### config.mk
export PLATFORM = sky130hd
export DESIGN_NAME = beehive_vr_msg_parser
export DESIGN_NICKNAME = d
export VERILOG_FILES = /design/src/rtl/beehive_vr_pkg.sv /design/src/rtl/beehive_vr_realign.sv /design/src/rtl/beehive_vr_msg_parser.sv
export SDC_FILE = /design/constraint.sdc
export NUM_CORES = 2
export LEC_CHECK = 0
export CORE_AREA = 2 2 590 592
export DETAILED_ROUTE_END_ITERATION = 8
export DIE_AREA = 0 0 592 594
export HOLD_SLACK_MARGIN = 0.02
export SETUP_SLACK_MARGIN = 0.1
export SLEW_MARGIN = 20
export SYNTH_ARGS = -nofsm -noshare
export SYNTH_HDL_FRONTEND = slang
export SYNTH_SLANG_ARGS = --single-unit
### constraint.sdc
create_clock -name clk -period 12.5 [get_ports clk]
set_input_delay 1.25 -clock clk [delete_from_list [all_inputs] [get_ports clk]]
set_output_delay 1.25 -clock clk [all_outputs]
set_load 0.01 [all_outputs]
### src/rtl/beehive_vr_pkg.sv
// Shared VR engine types: beehive/Prepare/Commit headers,
// header offsets and the message parser state encoding.
package beehive_vr_pkg;

    localparam int DATA_W     = 512;
    localparam int LOG_W      = DATA_W;
    localparam int DATA_BYTES = DATA_W / 8;
    localparam int PADBYTES_W = $clog2(DATA_BYTES);

    localparam logic [7:0] VR_PREPARE = 8'd4;
    localparam logic [7:0] VR_COMMIT  = 8'd6;

    typedef struct packed {
        logic [7:0]  msg_type;
        logic [31:0] client_id;
        logic [31:0] req_id;
        logic [31:0] msg_len;
    } beehive_hdr;

    typedef struct packed {
        logic [63:0] view;
        logic [63:0] op_num;
        logic [63:0] batch_start;
        logic [63:0] commit_num;
    } prepare_msg_hdr;

    typedef struct packed {
        logic [63:0] view;
        logic [63:0] commit_num;
    } commit_msg_hdr;

    localparam int BEEHIVE_HDR_W     = $bits(beehive_hdr);
    localparam int PREPARE_MSG_HDR_W = $bits(prepare_msg_hdr);
    localparam int COMMIT_MSG_HDR_W  = $bits(commit_msg_hdr);

    localparam int BEEHIVE_HDR_BYTES       = BEEHIVE_HDR_W / 8;
    localparam int PREPARE_TOTAL_HDR_BYTES = BEEHIVE_HDR_BYTES + PREPARE_MSG_HDR_W / 8;
    localparam int COMMIT_TOTAL_HDR_BYTES  = BEEHIVE_HDR_BYTES + COMMIT_MSG_HDR_W / 8;

    typedef enum logic [1:0] {
        IDLE,
        HDR_OUT,
        PAYLOAD,
        DRAIN
    } parser_state;

    function automatic logic [PADBYTES_W-1:0] hdr_offset(input logic [7:0] msg_type);
        if (msg_type == VR_PREPARE)
            return PADBYTES_W'(PREPARE_TOTAL_HDR_BYTES);
        else if (msg_type == VR_COMMIT)
            return PADBYTES_W'(COMMIT_TOTAL_HDR_BYTES);
        else
            return PADBYTES_W'(BEEHIVE_HDR_BYTES);
    endfunction

endpackage

### src/rtl/beehive_vr_realign.sv
// Carry register plus byte shifter: stitches the tail of the previous
// line (from a runtime byte offset) onto the head of the current one.
module beehive_vr_realign
    import beehive_vr_pkg::*;
#(
    parameter int W  = DATA_W,
    parameter int OW = PADBYTES_W
) (
    input  logic          clk,
    input  logic          rst,
    input  logic          start,
    input  logic          load,
    input  logic [OW-1:0] start_offset,
    input  logic [W-1:0]  line,
    output logic [OW-1:0] offset,
    output logic [W-1:0]  carry,
    output logic [W-1:0]  merged
);

    localparam int SW = $clog2(W) + 1;

    logic [SW-1:0] sh_start;
    logic [SW-1:0] sh_cur;

    assign sh_start = SW'({start_offset, 3'b000});
    assign sh_cur   = SW'({offset, 3'b000});

    // carry bytes land at byte 0, current line's head fills the rest
    assign merged = carry | (line >> (SW'(W) - sh_cur));

    // capture the offset at message start, then keep the line tail
    always_ff @(posedge clk) begin
        if (rst) begin
            offset <= '0;
            carry  <= '0;
        end else if (start) begin
            offset <= start_offset;
            carry  <= line << sh_start;
        end else if (load) begin
            carry  <= line << sh_cur;
        end
    end

endmodule

### src/rtl/beehive_vr_msg_parser.sv
// VR message parser: splits headers off line 0 and realigns payload.
// Optional counters: define BEEHIVE_VR_PARSER_STATS_EN.
module beehive_vr_msg_parser
    import beehive_vr_pkg::*;
(
    input  logic                         clk,
    input  logic                         rst,
`ifdef BEEHIVE_VR_PARSER_STATS_EN
    output logic [31:0]                  parser_stat_prepare_cnt,
    output logic [31:0]                  parser_stat_commit_cnt,
    output logic [31:0]                  parser_stat_other_cnt,
    output logic [31:0]                  parser_stat_err_cnt,
`endif
    input  logic                         src_parser_data_val,
    input  logic [DATA_W-1:0]            src_parser_data,
    input  logic                         src_parser_data_last,
    input  logic [PADBYTES_W-1:0]        src_parser_data_padbytes,
    output logic                         parser_src_data_rdy,
    output logic                         parser_dst_hdr_val,
    output logic [BEEHIVE_HDR_W-1:0]     parser_dst_beehive_hdr,
    output logic [PREPARE_MSG_HDR_W-1:0] parser_dst_prepare_hdr,
    output logic [COMMIT_MSG_HDR_W-1:0]  parser_dst_commit_hdr,
    output logic                         parser_dst_hdr_err,
    input  logic                         dst_parser_hdr_rdy,
    output logic                         parser_dst_data_val,
    output logic [DATA_W-1:0]            parser_dst_data,
    output logic                         parser_dst_data_last,
    output logic [PADBYTES_W-1:0]        parser_dst_data_padbytes,
    input  logic                         dst_parser_data_rdy
);

    localparam int PW1 = PADBYTES_W + 1;

    parser_state             state;
    logic                    last0_q;
    logic                    nopay_q;
    logic [PADBYTES_W-1:0]   drain_pad_q;
    logic [PADBYTES_W-1:0]   off_q;
    logic [PADBYTES_W-1:0]   in_off;
    logic [7:0]              in_type;
    logic [PW1-1:0]          in_valid;
    logic [PW1-1:0]          tail_pad;
    logic                    src_fire;
    logic                    hdr_fire;
    logic                    cur_short;
    logic [DATA_W-1:0]       carry;
    logic [DATA_W-1:0]       merged;

    assign in_type  = src_parser_data[DATA_W-1 -: 8];
    assign in_off   = hdr_offset(in_type);
    assign in_valid = PW1'(DATA_BYTES) - {1'b0, src_parser_data_padbytes};
    // the carry fills the front of the last line, so its pad shrinks
    assign tail_pad = {1'b0, src_parser_data_padbytes} + {1'b0, off_q}
                    - PW1'(DATA_BYTES);
    assign cur_short = in_valid <= {1'b0, off_q};

    assign parser_src_data_rdy = !rst &&
        ((state == IDLE) || ((state == PAYLOAD) && dst_parser_data_rdy));
    assign src_fire = src_parser_data_val && parser_src_data_rdy;
    assign hdr_fire = parser_dst_hdr_val && dst_parser_hdr_rdy;

    beehive_vr_realign u_realign (
        .clk          (clk),
        .rst          (rst),
        .start        ((state == IDLE) && src_fire),
        .load         ((state == PAYLOAD) && src_fire),
        .start_offset (in_off),
        .line         (src_parser_data),
        .offset       (off_q),
        .carry        (carry),
        .merged       (merged)
    );

    // payload channel follows the input line, or the carry when draining
    always_comb begin
        parser_dst_data_val      = 1'b0;
        parser_dst_data          = merged;
        parser_dst_data_last     = 1'b0;
        parser_dst_data_padbytes = '0;
        if (state == PAYLOAD) begin
            parser_dst_data_val = src_parser_data_val;
            if (src_parser_data_last && cur_short) begin
                parser_dst_data_last     = 1'b1;
                parser_dst_data_padbytes = tail_pad[PADBYTES_W-1:0];
            end
        end else if (state == DRAIN) begin
            parser_dst_data_val      = 1'b1;
            parser_dst_data          = carry;
            parser_dst_data_last     = 1'b1;
            parser_dst_data_padbytes = drain_pad_q;
        end
    end

    // message FSM with registered header channel
    always_ff @(posedge clk) begin
        if (rst) begin
            state                  <= IDLE;
            parser_dst_hdr_val     <= 1'b0;
            parser_dst_beehive_hdr <= '0;
            parser_dst_prepare_hdr <= '0;
            parser_dst_commit_hdr  <= '0;
            parser_dst_hdr_err     <= 1'b0;
            last0_q                <= 1'b0;
            nopay_q                <= 1'b0;
            drain_pad_q            <= '0;
        end else begin
            unique case (state)
                IDLE: if (src_fire) begin
                    parser_dst_hdr_val     <= 1'b1;
                    parser_dst_beehive_hdr <= src_parser_data[DATA_W-1 -: BEEHIVE_HDR_W];
                    parser_dst_prepare_hdr <= (in_type == VR_PREPARE) ?
                        src_parser_data[DATA_W-1-BEEHIVE_HDR_W -: PREPARE_MSG_HDR_W] : '0;
                    parser_dst_commit_hdr  <= (in_type == VR_COMMIT) ?
                        src_parser_data[DATA_W-1-BEEHIVE_HDR_W -: COMMIT_MSG_HDR_W] : '0;
                    parser_dst_hdr_err     <= src_parser_data_last &&
                                              (in_valid < {1'b0, in_off});
                    last0_q                <= src_parser_data_last;
                    nopay_q                <= in_valid <= {1'b0, in_off};
                    drain_pad_q            <= PADBYTES_W'({1'b0, src_parser_data_padbytes}
                                                        + {1'b0, in_off});
                    state                  <= HDR_OUT;
                end
                HDR_OUT: if (dst_parser_hdr_rdy) begin
                    parser_dst_hdr_val <= 1'b0;
                    if (last0_q)
                        state <= nopay_q ? IDLE : DRAIN;
                    else
                        state <= PAYLOAD;
                end
                PAYLOAD: if (src_fire && src_parser_data_last) begin
                    if (cur_short) begin
                        state <= IDLE;
                    end else begin
                        drain_pad_q <= PADBYTES_W'({1'b0, src_parser_data_padbytes}
                                                  + {1'b0, off_q});
                        state       <= DRAIN;
                    end
                end
                DRAIN: if (dst_parser_data_rdy) state <= IDLE;
                default: state <= IDLE;
            endcase
        end
    end

`ifdef BEEHIVE_VR_PARSER_STATS_EN
    logic [7:0] hdr_type;
    assign hdr_type = parser_dst_beehive_hdr[BEEHIVE_HDR_W-1 -: 8];

    // per-type and error counters, bumped on each header handshake
    always_ff @(posedge clk) begin
        if (rst) begin
            parser_stat_prepare_cnt <= '0;
            parser_stat_commit_cnt  <= '0;
            parser_stat_other_cnt   <= '0;
            parser_stat_err_cnt     <= '0;
        end else if (hdr_fire) begin
            if (hdr_type == VR_PREPARE)
                parser_stat_prepare_cnt <= parser_stat_prepare_cnt + 32'd1;
            else if (hdr_type == VR_COMMIT)
                parser_stat_commit_cnt  <= parser_stat_commit_cnt + 32'd1;
            else
                parser_stat_other_cnt   <= parser_stat_other_cnt + 32'd1;
            if (parser_dst_hdr_err)
                parser_stat_err_cnt     <= parser_stat_err_cnt + 32'd1;
        end
    end
`else
    logic unused_hdr_fire;
    assign unused_hdr_fire = hdr_fire;
`endif

endmodule

Word level (Yosys, flattened, before mapping). Cells that the tools add are included.

ROM bits: 0. Memories: 0. Flip-flop bits (word level): 1018. Output and inout bits: 1011. Logic and storage cells: 81. Latch bits: 0. Bits of input ports: 524. Memory bits (writable): 0.

Eq/ne operators: 10. Shift-type cells: 3. Add/sub/neg operators: 5. Reduce and logical (&&, ||, !) cells: 18. Divide/modulo/power cells: 0. Mux-type cells: 30. Bitwise operators: 1. $lt $le $gt $ge: 3. Multipliers: 0.

Operators by type and width (number): $mux 512 (4); $shl 512x9->512 (2); $or 512x512->512 (1); $shr 512x10->512 (1); $mux 256 (1); $mux 128 (1); $mux 6 (7); $eq 8x3->1 const B (2); $le 7x6->1 (2); $mux 2 (7); $add 6x6->6 (2); $pmux 6 s2 (1); $sub 10x9->10 const A (1); $logic_and 1x1->1 (8); $ne 2x2->1 const B (4); $pmux 2 s4 (1); $reduce_and 4->1 (2); $lt 7x6->1 (1); $sub 7x6->7 const A (1); $mux 1 (6); $reduce_bool 2->1 (3); $sub 6x1->6 const B (1); $mux 5 (1); $eq 2x2->1 const B (2); 8 further kinds (8).

Depth between registers and ports, before layout.
Depth after elaboration: 8. Gate-level depth with buffers: 14. Mapped depth without buffers: 10.

Modules after synthesis. From an unflattened synthesis, not the netlist that was laid out.

Cells, all modules: 11957. Area total of the unflattened synthesis: 101143.3 um^2.

By module, submodules not included: beehive_vr_realign (times used 1, sequential area each 10369.9 um^2, cells each 9055, area an instance 76403.3 um^2); beehive_vr_msg_parser (times used 1, sequential area each 10009.6 um^2, cells each 2902, area an instance 24740.0 um^2).

Worst setup path before layout. Ideal clock, no wire load.

Kind: in2out. Start point: input src_parser_data_padbytes[2]. End point: output parser_dst_data_padbytes[2]. Path slack: 7.466 ns. Data required time: 11.250 ns. Path buffers: 1. Arrival time: 3.784 ns. Cell stages on the path: 10. Path through: clkbuf_1 > or3_1 > nor3_1 > xnor2_1 > ha_1 > a21o_1 > a311oi_1 > o211ai_1 > or3_1 > a21oi_1.

Cells in the longest elaborated chain, start to end: 5. Elaborated cells on any way between the ends: 7. Classes of those cells: add/sub: 3; order compare: 1; mux: 2; reduce/logical: 1.

RTL lines: from (decl) (line beehive_vr_msg_parser.sv:17) `input logic [PADBYTES_W-1:0] src_parser_data_padbytes,`; $sub 7x6->7 (line beehive_vr_msg_parser.sv:51) `assign in_valid = PW1'(DATA_BYTES) - {1'b0, src_parser_data_padbytes};`; $le 7x6->1 (line beehive_vr_msg_parser.sv:55) `assign cur_short = in_valid <= {1'b0, off_q};`; $logic_and 1x1->1 (line beehive_vr_msg_parser.sv:82) `if (src_parser_data_last && cur_short) begin`; $mux 6 (*) (line beehive_vr_msg_parser.sv:82); $mux 6 (*) (line beehive_vr_msg_parser.sv:80) `if (state == PAYLOAD) begin`; to (decl) (line beehive_vr_msg_parser.sv:28) `output logic [PADBYTES_W-1:0] parser_dst_data_padbytes,`.

Mark *: on every way between the ends. The rest lies on a longest branch, timed or not.

Worst setup path in the final report.
Start point: register u_realign.offset[3]. End point: output parser_dst_data[126].

Cells in the longest elaborated chain, start to end: 5.

RTL lines: from (decl) (line beehive_vr_realign.sv:15) `output logic [OW-1:0] offset,`; from (signal assigned) (line beehive_vr_realign.sv:37) `offset <= start_offset;`; $sub 10x9->10 (*) (line beehive_vr_realign.sv:29) `assign merged = carry | (line >> (SW'(W) - sh_cur));`; $shr 512x10->512 (*) (line beehive_vr_realign.sv:29); $or 512x512->512 (*) (line beehive_vr_realign.sv:29); $mux 512 (line beehive_vr_msg_parser.sv:86) `end else if (state == DRAIN) begin`; $mux 512 (*) (line beehive_vr_msg_parser.sv:80); to (decl) (line beehive_vr_msg_parser.sv:26) `output logic [DATA_W-1:0] parser_dst_data,`.

Marked as above.

==> summary.md <==
| Metric | Value |
|---|---|
| Status | completed |
| HPWL Detailed | roughly 440000 um |
| Worst endpoint required time | about 11 ns |
| Arr. time, crit path | 6.00 ns |
| Share of power burned in registers | 0.292 |
| Combinational share of power | 0.319 |
| Internal | approximately 7.4 mW |
| Final hold violation count | 0 |
| Netlist cell types | 66 |
| Die Span Y | 594 um |
| RSZ-0062 raised after global routing | false |
| Setup tns final | 0 ns |
| Async SR Flop Fraction | 0 |
| CTS Root Cell | clkbuf_16 |
| Clock latency on the worst-skew pair | 0.93 ns |
| Clock Power Share | 0.389 |
| Total CTS buffers | between 100 and 150 |
| Switching share of power | 0.381 |
| Worst vdd ir | around 0.00011 V |
| Largest net degree at the start of global routing | between 150 and 200 |
| Filler instances | 37300 |
| Fin nets | 8922 |
| Max_cap viols | 0 |
| Placed instance area | 81600 um^2 |
| Met3 Use GR | 0.157 |
| Critical Path Fanout Max | between 100 and 150 |
| Vias in the first global route | just under 70000 |
| 1st-pass router iterations | 8 |
| Fraction of layout cells with a size suffix above 1 | 0.123 |
| Wirelength, routed | 595000 um |
| 1st-iter DRT viols | 11800 |
| Grt ovf | 0 |
| H-tree depth | 4 |
| GPL Wtd Cong | between 0.9 and 1 |
| Vias per cell | ~5.7 |
| Max Slew Vio Count | 0 |
| Multi-input logic area | between 30000 and 40000 um^2 |
| Mapped Nets | 7618 |
| GR Util met1 | 0.355 |
| Synth Flop Type | dfxtp_1 |
| Core area | between 300000 and 400000 um^2 |
| Relative slew slack | 0.103 |
| Critical Path End Type | output pin |
| # Post-CTS Setup Buffers | 0 |
| # IOs | 1535 |
| Worst-Margin Slew | 1.34 ns |
| Post-route cell area | 86900 um^2 |
| CTS resizes | 0 |
| Syn Std Cell Area | 60100 um^2 |
| Count of flip-flops with a built-in enable after synthesis | 0 |
| CP Launch Type | flop |
| Initial Util | 0.174 |
| Leak | approximately 31 nW |
| Worst-case clock buffer depth | 4 |
| FF+latch area | 20300 um^2 |
| Global-route wire length before repair | 742000 um |
| Critical setup path kind | flop to output pin |
| Seq/Total Area, Yosys | 0.338 |
| Die width | 592 um |
| Grt met2 use | 0.465 |
| Fin crit share | 0.580 |
| Gr usage total | 0.322 |
| Rows | 216 |
| Top achievable clock speed | 138 MHz |
| Port bufs | 1534 |
| DR WL/cell | 45.2 um |
| Clock transition at path regs | around 0.060 ns |
| Total power divided by cell area | ~140 nW/um^2 |
| Ys Warns | 0 |
| DRC | 0 |
| Clk_skew | 0.0879 ns |
| DIE AREA | between 300000 and 400000 um^2 |
| Psw | 4.56 mW |
| CTS tree | yes |
| Tmin final | 7.25 ns |
| Area Growth Syn to Fin | 44.5% |
| Hold buffer count at CTS | 0 |
| Num Clock Sinks | 1015 |
| Synthesized instance count | 7078 |
| Min-delay worst type | flop to flop |
| Antenna-violating nets left | 0 |
| Initial antenna violation count | between 200 and 250 |
| Syn Area/Cell | 8.49 um^2 |
| Vias | 74900 |
| GRT busiest layer | met2 |
| Final setup viols | 0 |
| Synthesized flop and latch total | 1015 |
## layer usage
layer	wire length, um	vias to the layer above	share of wire
li1	-	29500	-
met1	207000	36600	0.35
met2	241000	6851	0.41
met3	85500	1892	0.14
met4	60500	36	0.10
met5	256	-	0.00043
## cells in the mapped netlist (10+ instances only)
library cell / count / share of area
o21bai_1: 136 / 0.017
o221a_2: 22 / 0.0041
mux2i_1: 401 / 0.067
a22oi_1: 617 / 0.077
a21oi_1: 754 / 0.063
mux4_2: 165 / 0.062
a21boi_0: 75 / 0.0094
nand3_1: 110 / 0.0092
clkbuf_1: 615 / 0.038
a2111o_1: 171 / 0.032
a21o_1: 154 / 0.019
o221ai_1: 10 / 0.0015
o22ai_1: 76 / 0.0079
buf_1: 83 / 0.0052
o211ai_1: 16 / 0.0020
nor2_1: 856 / 0.053
nand2_1: 625 / 0.039
buf_2: 55 / 0.0046
a2111oi_0: 48 / 0.0070
a221o_1: 211 / 0.035
a22o_1: 83 / 0.012
and2_1: 14 / 0.0015
o2111ai_1: 40 / 0.0058
o21ai_0: 323 / 0.027
nor3_1: 18 / 0.0015
o211a_1: 24 / 0.0040
and3_1: 27 / 0.0028
mux2_2: 184 / 0.034
inv_1: 32 / 0.0020
a2111oi_1: 20 / 0.0033
or3_1: 12 / 0.0012
dfxtp_1: 1015 / 0.34
ha_1: 16 / 0.0033
## worst max-delay path, stage by stage, from the launching register on
cell,delay [ns]
dfxtp_4,0.60
inv_8,0.29
ha_4,0.60
buf_12,0.58
buf_4,0.71
mux2i_1,0.88
o21ai_0,0.33
a221o_1,0.39
clkdlybuf4s50_1,0.54
## power groups by stage
stage | clock network, mW | registers (mW) | logic [mW]
floorplan | 0 | 3.53 | 1.51
global placement | 0 | 3.56 | 3.69
detailed placement | 0 | 3.57 | 3.69
CTS | 4.69 | 3.50 | 3.71
global route | 4.80 | 3.51 | 3.88
finish | 4.67 | 3.50 | 3.82
## registers in the layout, indices dropped and copies added (netlist names), 2 cells and up
| register | flops |
|---|---|
| parser_dst_beehive_hdr | 104 |
| u_realign.offset | 3 |
| parser_dst_commit_hdr | 128 |
| u_realign.carry | 512 |
| drain_pad_q | 6 |
| state | 2 |
| parser_dst_prepare_hdr | 256 |
## layout by cell type (no fill, tap or decap), types with 15 or more instances in the layout
cell,count
clkdlybuf4s50_1,1527
dfxtp_1,1013
nor2_1,848
a21oi_1,752
nand2_1,620
a22oi_1,617
mux2i_1,392
buf_4,370
o21ai_0,321
a221o_1,211
mux2_2,184
a2111o_1,171
mux4_2,165
a21o_1,154
clkbuf_16,145
o21bai_1,136
nand3_1,105
diode_2,88
a22o_1,83
o22ai_1,76
a21boi_0,75
a2111oi_0,48
o2111ai_1,40
inv_1,31
and3_1,27
o211a_1,24
o221a_2,22
bufinv_16,22
clkbuf_1,21
a2111oi_1,20
clkinv_2,20
clkbuf_8,18
o211ai_1,16
ha_1,15
## through the flow
| step | cells | utilization | setup WS [ns] | total power [mW] | hold WS, ns |
|---|---|---|---|---|---|
| 2_1_floorplan | 7078 | - | 7.47 | 5.05 | 0.433 |
| 3_3_place_gp | 12800 | 0.236 | 6.23 | 7.26 | 0.440 |
| 3_5_place_dp | 12800 | 0.236 | 6.19 | 7.26 | 0.444 |
| 4_1_cts | 13100 | 0.251 | 5.28 | 11.9 | 0.452 |
| 5_1_grt | 13100 | 0.251 | 5.04 | 12.2 | 0.466 |
| 6_report | 13200 | 0.252 | 5.25 | 12.0 | 0.453 |
## area by class of cell
cell class / count / share of cell area
Tap cell: 4578 / 0.0659
Inverter: 33 / 0.00151
Clock buffer: 184 / 0.0455
Timing Repair Buffer: 1913 / 0.211
Sequential cell: 1015 / 0.234
Clock inverter: 71 / 0.0128
Antenna cell: 88 / 0.00254
Multi-Input combinational cell: 5275 / 0.427
## final timing paths
| kind | from | to | slack [ns] | depth (start not counted) |
|---|---|---|---|---|
| setup / recovery | u_realign.offset[3]$_SDFFE_PP0P_ | parser_dst_data[126] | 5.25 | 8 |
| hold reg to reg | u_realign.carry[170]$_SDFFE_PP0P_ | u_realign.carry[170]$_SDFFE_PP0P_ | 0.45 | 2 |
| hold / removal | u_realign.carry[170]$_SDFFE_PP0P_ | u_realign.carry[170]$_SDFFE_PP0P_ | 0.45 | 2 |
| setup reg to reg | u_realign.offset[3]$_SDFFE_PP0P_ | u_realign.carry[227]$_SDFFE_PP0P_ | 6.50 | 9 |
## cell families (layout without fill, tap and decap cells)
group / count (synthesis) / count (layout) / synth area share
buffers and inverters: 788 / 2201 / 0.0504
and+or+nand+nor: 1692 / 1692 / 0.113
xor gates and xnor gates: 14 / 14 / 0.00229
DFF: 1015 / 1015 / 0.338
muxes: 750 / 750 / 0.163
other: 0 / 88 / 0
adders and majority gates: 16 / 16 / 0.00333
AOI/OAI and AO/OA: 2803 / 2803 / 0.330
Power figures use the tool's default switching activity.
